===== src/rtl/control_funcion_conf_pkg.sv =====
// Shared constants for the configuration-mode controller and the chip-select
// register decoder.
//   funcion_e        : configuration function code; it is also the FSM state.
//   CAMPO_MAX_*      : highest editable field index for each function.
//   campo_max()      : maps a function code to its highest field index.
package control_funcion_conf_pkg;

    typedef enum logic [1:0] {
        REPOSO     = 2'b00,
        CONF_HORA  = 2'b01,
        CONF_FECHA = 2'b10,
        CONF_TIMER = 2'b11
    } funcion_e;

    localparam logic [1:0] CAMPO_MAX_HORA  = 2'd2;
    localparam logic [1:0] CAMPO_MAX_FECHA = 2'd3;
    localparam logic [1:0] CAMPO_MAX_TIMER = 2'd2;

    function automatic logic [1:0] campo_max(input funcion_e f);
        case (f)
            CONF_HORA:  campo_max = CAMPO_MAX_HORA;
            CONF_FECHA: campo_max = CAMPO_MAX_FECHA;
            CONF_TIMER: campo_max = CAMPO_MAX_TIMER;
            default:    campo_max = 2'd0;
        endcase
    endfunction

endpackage


===== src/rtl/control_funcion_conf_sincronizador_boton.sv =====
// Button conditioner: 2-flop synchronizer plus rising-edge detector.
//   clk, reset_n : clock, asynchronous active-low reset.
//   boton_in     : raw button level.
//   pulso_out    : one-cycle pulse for each 0->1 transition of the button.
// A button already high when reset releases must first be seen low before a
// press is accepted; armado_q records that, once the synchronizer holds a
// real sample (vld_q tracks the two flush cycles after reset).
module sincronizador_boton (
    input  logic clk,
    input  logic reset_n,
    input  logic boton_in,
    output logic pulso_out
);
    logic       sinc1_q;
    logic       sinc2_q;
    logic       prev_q;
    logic       armado_q;
    logic [1:0] vld_q;

    always_ff @(posedge clk or negedge reset_n) begin
        if (!reset_n) begin
            sinc1_q  <= 1'b0;
            sinc2_q  <= 1'b0;
            prev_q   <= 1'b0;
            armado_q <= 1'b0;
            vld_q    <= 2'b00;
        end else begin
            sinc1_q  <= boton_in;
            sinc2_q  <= sinc1_q;
            prev_q   <= sinc2_q;
            vld_q    <= {vld_q[0], 1'b1};
            armado_q <= armado_q | (vld_q[1] & ~sinc2_q);
        end
    end

    assign pulso_out = sinc2_q & ~prev_q & armado_q;

endmodule


===== src/rtl/control_funcion_conf.sv =====
// Configuration-mode controller: steps through REPOSO/CONF_HORA/CONF_FECHA/
// CONF_TIMER on button presses, tracks the edited field and falls back to
// REPOSO after TIMEOUT_CICLOS idle cycles.
//   clk, reset_n      : clock, asynchronous active-low reset.
//   boton_conf/salir/der/izq : raw buttons.
//   funcion_conf      : function code (FSM state), registered.
//   campo             : edited field index, registered.
//   en_edicion        : registered, high outside REPOSO.
//   cambio_modo       : registered one-cycle pulse per state change.
// A raw press reaches the outputs on the third clk edge: two synchronizer
// edges, then the FSM register edge.
module control_funcion_conf
    import control_funcion_conf_pkg::*;
#(
    parameter int unsigned TIMEOUT_CICLOS = 500_000_000
) (
    input  logic       clk,
    input  logic       reset_n,
    input  logic       boton_conf,
    input  logic       boton_salir,
    input  logic       boton_der,
    input  logic       boton_izq,
    output logic [1:0] funcion_conf,
    output logic [1:0] campo,
    output logic       en_edicion,
    output logic       cambio_modo
);
    localparam int CNT_W = (TIMEOUT_CICLOS > 1) ? $clog2(TIMEOUT_CICLOS) : 1;
    localparam logic [CNT_W-1:0] CNT_FIN = CNT_W'(TIMEOUT_CICLOS - 1);

    logic p_conf, p_salir, p_der, p_izq, any_pulse;

    sincronizador_boton u_conf  (.clk(clk), .reset_n(reset_n), .boton_in(boton_conf),  .pulso_out(p_conf));
    sincronizador_boton u_salir (.clk(clk), .reset_n(reset_n), .boton_in(boton_salir), .pulso_out(p_salir));
    sincronizador_boton u_der   (.clk(clk), .reset_n(reset_n), .boton_in(boton_der),   .pulso_out(p_der));
    sincronizador_boton u_izq   (.clk(clk), .reset_n(reset_n), .boton_in(boton_izq),   .pulso_out(p_izq));

    funcion_e         state_q, state_d;
    logic [1:0]       campo_q, campo_d, max_campo;
    logic [CNT_W-1:0] cnt_q, cnt_d;
    logic             en_q, cambio_q;

    assign any_pulse = p_conf | p_salir | p_der | p_izq;

    always_comb begin
        // salir beats conf; any pulse in the timeout cycle cancels the timeout.
        state_d = state_q;
        if (p_salir)
            state_d = REPOSO;
        else if (p_conf)
            state_d = funcion_e'(state_q + 2'd1);
        else if (state_q != REPOSO && !any_pulse && cnt_q == CNT_FIN)
            state_d = REPOSO;

        max_campo = campo_max(state_q);
        campo_d   = campo_q;
        if (state_d != state_q || state_q == REPOSO)
            campo_d = 2'd0;
        else if (p_der && !p_izq)
            campo_d = (campo_q == max_campo) ? 2'd0 : campo_q + 2'd1;
        else if (p_izq && !p_der)
            campo_d = (campo_q == 2'd0) ? max_campo : campo_q - 2'd1;

        cnt_d = (state_d == REPOSO || any_pulse) ? '0 : cnt_q + CNT_W'(1);
    end

    always_ff @(posedge clk or negedge reset_n) begin
        if (!reset_n) begin
            state_q  <= REPOSO;
            campo_q  <= 2'd0;
            cnt_q    <= '0;
            en_q     <= 1'b0;
            cambio_q <= 1'b0;
        end else begin
            state_q  <= state_d;
            campo_q  <= campo_d;
            cnt_q    <= cnt_d;
            en_q     <= (state_d != REPOSO);
            cambio_q <= (state_d != state_q);
        end
    end

    assign funcion_conf = state_q;
    assign campo        = campo_q;
    assign en_edicion   = en_q;
    assign cambio_modo  = cambio_q;

endmodule


===== config.mk =====
export PLATFORM = sky130hd
export DESIGN_NAME = control_funcion_conf
export DESIGN_NICKNAME = d
export VERILOG_FILES = /design/src/rtl/control_funcion_conf_pkg.sv /design/src/rtl/control_funcion_conf_sincronizador_boton.sv /design/src/rtl/control_funcion_conf.sv
export SDC_FILE = /design/constraint.sdc
export NUM_CORES = 1
export LEC_CHECK = 0
export CAP_MARGIN = 20
export CORE_MARGIN = 2
export CORE_UTILIZATION = 30
export DETAILED_ROUTE_END_ITERATION = 12
export PLACE_DENSITY = 0.5
export SYNTH_ARGS = -nofsm -noshare
export SYNTH_HDL_FRONTEND = slang
export SYNTH_HIERARCHICAL = 1
export SYNTH_SLANG_ARGS = --single-unit

===== constraint.sdc =====
create_clock -name clk -period 3.45 [get_ports clk]
set_input_delay 1.035 -clock clk [delete_from_list [all_inputs] [get_ports clk]]
set_output_delay 1.035 -clock clk [all_outputs]
set_load 0.005 [all_outputs]

# ---- Yosys cells after proc, flatten, opt, wreduce, memory -nomap -nowiden
# Cells that the tools add are included.
dict set report word_totals {
  input_bits 6
  ff_bits 59
  output_inout_bits 6
  elab_cells 88
}
dict set report op_classes {
  n_addsub 4
  eq_ne 6
  bitwise 27
  n_reduce_logical 16
  muxes 10
}
# op count
set op_table {}
lappend op_table {{$add 29x1->29 const B} 1}
lappend op_table {{$eq 29x29->1 const B} 1}
lappend op_table {{$mux 29} 1}
lappend op_table {{$mux 2} 8}
lappend op_table {{$and 1x1->1} 12}
lappend op_table {{$not 1->1} 8}
lappend op_table {{$or 1x1->1} 7}
lappend op_table {{$logic_not 2->1} 3}
lappend op_table {{$add 2x1->2 const B} 2}
lappend op_table {{$eq 2x2->1 const B} 2}
lappend op_table {{$logic_and 1x1->1} 4}
lappend op_table {{$pmux 2 s2} 1}
lappend op_table {{$reduce_bool 2->1} 2}
lappend op_table {{$logic_not 1->1} 3}
lappend op_table {{$reduce_bool 3->1} 1}
lappend op_table {{$eq 2x1->1 const B} 1}
lappend op_table {{$eq 2x2->1} 1}
lappend op_table {{$logic_or 1x1->1} 2}
lappend op_table {{$ne 2x2->1} 1}
lappend op_table {{$reduce_or 2->1} 1}
lappend op_table {{$sub 2x1->2 const B} 1}

# ---- Depth between registers and ports, before layout
# Gate-level depths: netlist of run 1.
dict set report logic_depth {
  ltp_word 15
  depth_mapped 8
  depth_no_buf 7
}

# ---- Hierarchy
# The synthesis of run 1 kept the hierarchy.
# module cells_each instances seq_area_each_um2 area_per_inst_um2
set by_module_without_submodules {}
lappend by_module_without_submodules {control_funcion_conf 219 1 875.8 2132.0}
lappend by_module_without_submodules {sincronizador_boton 11 4 150.1 172.7}

# ---- Least setup slack after synthesis of run 1
# Ideal clock, no wire load.
dict set report synth_timing {
  kind {register -> register}
  startpoint {reg state_q[0], in the netlist funcion_conf[0]}
  endpoint {reg cnt_q[19]}
  setup_ns 0.121
  path_slack_ns 1.618
  n_path_buf 1
  required_ns 3.329
  arrival_ns 1.710
  period_less_slack_ns 1.832
  stages_incl_launch_ff 9
  cell_sequence {dfrtp_1 > inv_1 > ha_1 > nor3_1 > nand4_1 > or3_4 > o21bai_2 > buf_2 > nor2_1}
}
dict set report synth_between {
  elab_chain_len 9
  elab_cells_between_ends 10
  cone_classes {1 x add/sub; 4 x mux; 5 x reduce/logical}
}
# element line
set synth_lines {}
lappend synth_lines {{start, declared} control_funcion_conf.sv:38} ;# funcion_e state_q, state_d;
lappend synth_lines {{start signal, assigned} control_funcion_conf.sv:75} ;# state_q <= state_d;
lappend synth_lines {{$reduce_bool 2->1} control_funcion_conf.sv:52} ;# else if (state_q != REPOSO && !any_pulse && cnt_q == CNT_FIN)
lappend synth_lines {{$logic_and 1x1->1 (2 in series)} control_funcion_conf.sv:52}
lappend synth_lines {{$mux 2} control_funcion_conf.sv:52}
lappend synth_lines {{$mux 2 *} control_funcion_conf.sv:50} ;# else if (p_conf)
lappend synth_lines {{$mux 2 *} control_funcion_conf.sv:48} ;# if (p_salir)
lappend synth_lines {{$logic_not 2->1 *} control_funcion_conf.sv:64} ;# cnt_d = (state_d == REPOSO || any_pulse) ? '0 : cnt_q + CNT_W'(1);
lappend synth_lines {{$logic_or 1x1->1 *} control_funcion_conf.sv:64}
lappend synth_lines {{$mux 29 *} control_funcion_conf.sv:64}
lappend synth_lines {{named net cnt_d[19]} control_funcion_conf.sv:40} ;# logic [CNT_W-1:0] cnt_q, cnt_d;
lappend synth_lines {{end signal, assigned} control_funcion_conf.sv:77} ;# cnt_q <= cnt_d;
lappend synth_lines {{end, declared} control_funcion_conf.sv:40}
# Mark *: on every way through the listed nets, which the timed path passes. The rest lies on a longest branch.
# A chain may end at the register's enable or synchronous reset.

# ---- Worst setup path in the final report of run 1
dict set report layout_timing {
  startpoint {reg state_q[0], in the netlist funcion_conf[0]}
  endpoint {reg cnt_q[20]}
}
# The elaborated chain is that of the path after synthesis.

==> summary.txt, run 1 <==
Final layout
  • Total area of sequential cells: 1480 sq um
  • Commonest non-fill, non-tap cells in the layout: dfrtp_1, nor2_1, nand2_1, xor2_1, nand4_1
  • Nets@finish: 293
  • Most common cell after layout, fill and taps aside: dfrtp_1
  • Multi-input gate area: 1260 sq um
  • Fin util: 35.5%
  • Finished Layout Cells: 397
  • Layout cells sized above 1: 11.9%
  • FILL cells: 944
  • Area grow syn2layout: 15.7%
  • # diodes: 0

Timing
  • Relative slew slack: 54.1%
  • RSZ-0062 raised after global routing: false
  • Fin crit period: 2.36 ns
  • Worst-margin pin slew: 0.688 ns
  • Worst Clk Skew: 0.00578 ns
  • Setup TNS Final: 0 ns
  • Final Hold Fails: 0
  • Max Freq: 424 MHz
  • Final hold slack: 0.349 ns
  • Fin crit share: 68.3%
  • Final setup viols: 0
  • Pins Over Slew Limit: 0

CTS
  • Hold_buf cts: 0
  • Clk_lat worst skew: 0.34 ns
  • TritonCTS clock tree: done
  • Setup Buffers After CTS: 0
  • H-tree Lvls: 3
  • Clock-pin slew on the worst setup and hold paths: 0.07 ns
  • Cts bufs inserted: 9
  • Clk buf depth: 2
  • Num Clock Sinks: 59
  • CTS root buf: clkbuf_8
  • PostCTS Resize Cnt: 0

Route
  • Avg WL per Cell: 14.0 um
  • Via count: 1886
  • Router iterations before antenna repair: 5
  • Via/cell ratio: 4.75
  • Initial DRC Count: 68
  • # DRC: 0
  • Antenna-violating nets left: 0
  • Final WL: 5.55 mm

Worst setup path
  • Worst EP required: 3.68 ns
  • Worst Path Arrival: 2.58 ns
  • Critical path class: flop to flop
  • Setup crit start kind: flop
  • Crit path max fanout: 14
  • Crit end category: flop
  • CP max stage delay: 0.49 ns
  • Slowest stage cell on the critical path: o21bai_2
  • Critical-path cell list: inv_1 > ha_1 > nor3_1 > nand4_1 > or3_4 > o21bai_2 > buf_4 > nor2_1

Place
  • Global placer's final weighted congestion: 0.816
  • DP Cell Count: 381
  • PortBufs: 11
  • Hpwl dp: 3.88 mm

Yosys
  • FFs w/ async S/R, synth: 100%
  • Synth area leaders: dfrtp_1, nor2_1, xor2_1
  • Syn avg cell area: 10.7 sq um
  • Compound-Gate Fraction of Synth Area: 7.67%
  • Synthesis Warnings: 6
  • Sequential share of the synthesized area: 52.3%
  • Post-synthesis simple-gate area fraction: 25.9%
  • Synth Area in Adders: 2.66%
  • Post-synthesis mux area share: 1.06%
  • Yosys top cell area share: 52.3%
  • Xor and xnor fraction of the mapped netlist area: 6.83%
  • Netlist cell types: 54
  • Synth area leader: dfrtp_1
  • Post-synth EDFFs: 0
  • Ys flop type: dfrtp_1
  • Largest family of logic cells by synthesized area: simple AND/OR/NAND/NOR gates
  • Post-Syn Area: 2820 sq um
  • Seq cells post-synth: 59
  • Cells after synthesis: 263
  • Total nets after synthesis: 275

Power and ir drop
  • Leak pwr: 1.39 nW
  • Flop pwr share: 46.6%
  • Clock network power share: 44.2%
  • Switching Share: 24.1%
  • VDD IR max: 264 uV
  • Pwr/cell area: 479 nW/um^2
  • Power, Total: 1.57 mW
  • Cell-internal power: 1.19 mW
  • P_sw: 377 uW
  • Comb pwr share: 9.2%

Global route
  • Largest net degree at the start of global routing: 32
  • Gr ovfl total: 0
  • Vias in the first global route: 1869
  • GR Util All Layers: 12.3%
  • First-pass GRT wire length: 9.67 mm
  • Initial antenna violation count: 0

Run
  • Max-cap violations: 0

Floorplanning
  • Die Height: 101 um
  • Area of the core: 9200 sq um
  • Die area: 10200 sq um
  • Top-level I/O count: 12
  • FP Rows: 35
  • Die Wd: 101 um
  • Initial Util: 30.7%

Hold path
  • Hold Crit Class: flop to flop

Run status
  • Status: finished, final reports clean
[flip-flops by register name (all words and copies together) (netlist names), 2 cells and up]
signal and count:
campo 2, cnt_q 29, funcion_conf 2, u_conf/vld_q 2
u_der/vld_q 2, u_izq/vld_q 2, u_salir/vld_q 2
[cell type report]
cell class / instances / share of cell area [%]
inverters: 11 / 1.26
flip-flops and latches: 59 / 45.2
well taps: 111 / 4.25
multi-input cells: 187 / 38.6
repair buffers: 13 / 4.06
clock buffers: 10 / 3.91
clock inverters: 6 / 2.72
[cells by family after synthesis]
logic type	after synthesis
AOI/OAI and AO/OA	31
xor gates and xnor gates	22
adders and majority gates	6
buffers and inverters	17
DFF	59
muxes	3
other	4
and+or+nand+nor	121
[power by group through the flow]
stage / Clock, mW / Sequential, mW / Combinational [mW]
floorplan: 0 / 0.741 / 0.0832
global placement: 0 / 0.742 / 0.146
detailed placement: 0 / 0.743 / 0.147
CTS: 0.713 / 0.730 / 0.148
global route: 0.742 / 0.731 / 0.164
finish: 0.692 / 0.729 / 0.144
[Yosys cell counts (2+ instances only)]
master and count:
inv_1 11, o21a_1 2, and3_1 2, dfrtp_1 59
nand4_1 12, and3_2 2, nand3b_1 2, and4_1 2
nand2_1 20, nor3b_1 2, a31oi_1 3, nor3_1 4
nand4b_1 2, o211ai_1 2, a21oi_1 4, xnor2_1 7
and2_1 3, a21o_1 5, nand3_1 11, nor4b_1 3
buf_4 3, ha_1 6, mux2i_1 3, nor3_2 3
conb_1 4, o21ai_0 6, buf_2 2, or3_1 2
nand4_2 2, xor2_1 15, nor2_1 36
[path summary, 6_finish.rpt]
check | from | to | slack (ns) | cells past startpoint
setup / recovery | funcion_conf[0]$_DFF_PN0_ | cnt_q[20]$_DFF_PN0_ | 1.09 | 8
min in group asynchronous | reset_n | u_izq/sinc1_q$_DFF_PN0_ | 0.73 | 1
max in group asynchronous | reset_n | cnt_q[19]$_DFF_PN0_ | 2.11 | 2
hold / removal | u_conf/sinc1_q$_DFF_PN0_ | u_conf/sinc2_q$_DFF_PN0_ | 0.35 | 0
setup reg to reg | funcion_conf[0]$_DFF_PN0_ | cnt_q[20]$_DFF_PN0_ | 1.09 | 8
hold reg to reg | u_conf/sinc1_q$_DFF_PN0_ | u_conf/sinc2_q$_DFF_PN0_ | 0.35 | 0
[per-layer routing]
layer  vias to the layer above  track usage (%)  wire length [um]
li1                        951                -                 -
met1                       898             16.7              2820
met2                        25             18.0              2450
met3                        12             4.09               170
met4                         0             5.30               113
met5                         -                0                 0
[through the flow]
step	area, sq um	setup slack, ns
after floorplan	2820	1.62
after global placement	3050	1.11
after detailed placement	3050	1.06
after CTS	3270	1.05
after global routing	3270	0.864
final	3270	1.09
[worst max-delay path, delay by kind of cell, from the launching register on]
kind                     cells  cell delay, ns
AO/OA/AOI/OAI                1            0.49
flip-flops                   1            0.38
adder cells (fa/ha/maj)      1            0.25
buffers and inverters        2            0.36
AND/OR/NAND/NOR              4            0.75
(Power assumes the default switching activity.)
==> inputs of run 2 (changes only) <==
clock period = 2.4 ns   (was 3.45 ns; I/O delays follow)
==> run 2 against run 1 <==
Sequential power increased by 44%. Register-to-register slack got worse by 0.75 ns. First-iteration DRC count increased by 66%. Final cell count increased by 1.0%. Combinational power increased by 49%. Worst hold slack got worse by 0.0029 ns. Setup slack got worse by 0.75 ns. Critical path depth unchanged. Clock-buffer cell count increased by 1. Sequential share of layout area decreased by 0.14 points. Critical path type unchanged. Critical endpoint is now cnt_q[19]$_DFF_PN0_.
==> summary.txt, run 2 (synthesized netlist as in run 1, its figures left out) <==
Route
  • Via count: 1926
  • Avg WL per Cell: 13.6 um
  • Router iterations before antenna repair: 4
  • Final WL: 5.45 mm
  • Initial DRC Count: 113
  • Antenna-violating nets left: 0
  • Via/cell ratio: 4.80
  • # DRC: 0

CTS
  • H-tree Lvls: 3
  • Cts bufs inserted: 9
  • Num Clock Sinks: 59
  • Clock-pin slew on the worst setup and hold paths: 0.07 ns
  • Clk buf depth: 2
  • CTS root buf: clkbuf_8
  • PostCTS Resize Cnt: 0
  • Setup Buffers After CTS: 0
  • TritonCTS clock tree: done
  • Clk_lat worst skew: 0.34 ns
  • Hold_buf cts: 0

Global route
  • Vias in the first global route: 1925
  • Initial antenna violation count: 0
  • Largest net degree at the start of global routing: 36
  • Gr ovfl total: 0
  • First-pass GRT wire length: 9.52 mm
  • GR Util All Layers: 12.2%

Run status
  • Status: finished, final reports clean

Worst setup path
  • Crit path max fanout: 15
  • Worst EP required: 2.62 ns
  • Crit end category: flop
  • Critical path class: flop to flop
  • Worst Path Arrival: 2.27 ns
  • R2R Setup Slk: 0.35 ns
  • Setup crit start kind: flop

Hold path
  • Hold Crit Class: flop to flop

Floorplanning
  • Die Wd: 101 um
  • Die area: 10200 sq um
  • Area of the core: 9200 sq um
  • Initial Util: 30.7%
  • Top-level I/O count: 12
  • Die Height: 101 um
  • FP Rows: 35

Final layout
  • # diodes: 0
  • Max reg flops: 29
  • Commonest non-fill, non-tap cells in the layout: dfrtp_1, nor2_1, nand2_1, xor2_1, nand4_1
  • Fin area: 3280 sq um
  • Top reg by flops: cnt_q
  • Layout cells sized above 1: 13.4%
  • Most common cell after layout, fill and taps aside: dfrtp_1
  • Nets@finish: 298
  • Area grow syn2layout: 16.1%

Timing
  • Pins Over Slew Limit: 0
  • Max Freq: 488 MHz
  • RSZ-0062 raised after global routing: false
  • Setup TNS Final: 0 ns
  • Worst Clk Skew: 0.00968 ns
  • Final setup viols: 0
  • Fin crit period: 2.05 ns
  • Fin crit share: 85.5%
  • Final Hold Fails: 0

Place
  • Global placer's final weighted congestion: 0.776
  • Placed cell area: 3080 sq um
  • PortBufs: 11
  • Hpwl dp: 3.91 mm

Power and ir drop
  • Leak pwr: 1.40 nW
  • VDD IR max: 265 uV
  • Pwr/cell area: 664 nW/um^2
  • Power, Total: 2.18 mW

Run
  • Max-cap violations: 0
==> run 2: final timing paths <==
kind                                           startpoint  cells past startpoint                        to
worst max-delay path            funcion_conf[0]$_DFF_PN0_                      8       cnt_q[19]$_DFF_PN0_
worst min-delay path             u_der/vld_q[0]$_DFF_PN0_                      0  u_der/vld_q[1]$_DFF_PN0_
worst max register to register  funcion_conf[0]$_DFF_PN0_                      8       cnt_q[19]$_DFF_PN0_
worst min register to register   u_der/vld_q[0]$_DFF_PN0_                      0  u_der/vld_q[1]$_DFF_PN0_
max in group asynchronous                         reset_n                      2       cnt_q[26]$_DFF_PN0_
min in group asynchronous                         reset_n                      2  u_izq/vld_q[0]$_DFF_PN0_
==> run 2: where the power goes <==
group | internal (mW) | switching, mW | leakage, nW
sequential | 1.03 | 0.0209 | 0.752
combinational | 0.0991 | 0.115 | 0.555
clock | 0.528 | 0.385 | 0.0974
total | 1.66 | 0.521 | 1.40
==> run 2: routing by layer <==
layer	GRT usage (%)	routed length, um	vias to the layer above
met5	0	0	-
met3	2.70	151	7
met4	7.80	100	0
met2	18.5	2540	25
met1	15.9	2660	940
li1	-	-	954
==> run 2: stage by stage <==
step	cells	worst slack [ns]	util (%)	hold WS (ns)
floorplan	263	0.568	-	0.331
global placement	386	0.371	33.4	0.332
detailed placement	386	0.350	33.4	0.335
CTS	401	0.318	35.6	0.346
global route	401	0.117	35.6	0.357
finish	401	0.349	35.6	0.346
==> run 2: cell type report <==
type / instances / area [sq um]
Timing Repair Buffer: 18 / 158
Tap cell: 111 / 139
Clock buffer: 11 / 151
Sequential cell: 59 / 1480
Clock inverter: 4 / 50.0
Fill cell: 923 / 5920
Multi-Input combinational cell: 187 / 1260
Inverter: 11 / 41.3
==> run 2: worst max-delay path: stages (launching register included) <==
cell and delay [ns]:
dfrtp_1 0.39, inv_1 0.11, ha_1 0.24, nor3_1 0.16, nand4_1 0.11, or3_4 0.44, o21bai_2 0.17, buf_4 0.23
nor2_1 0.07
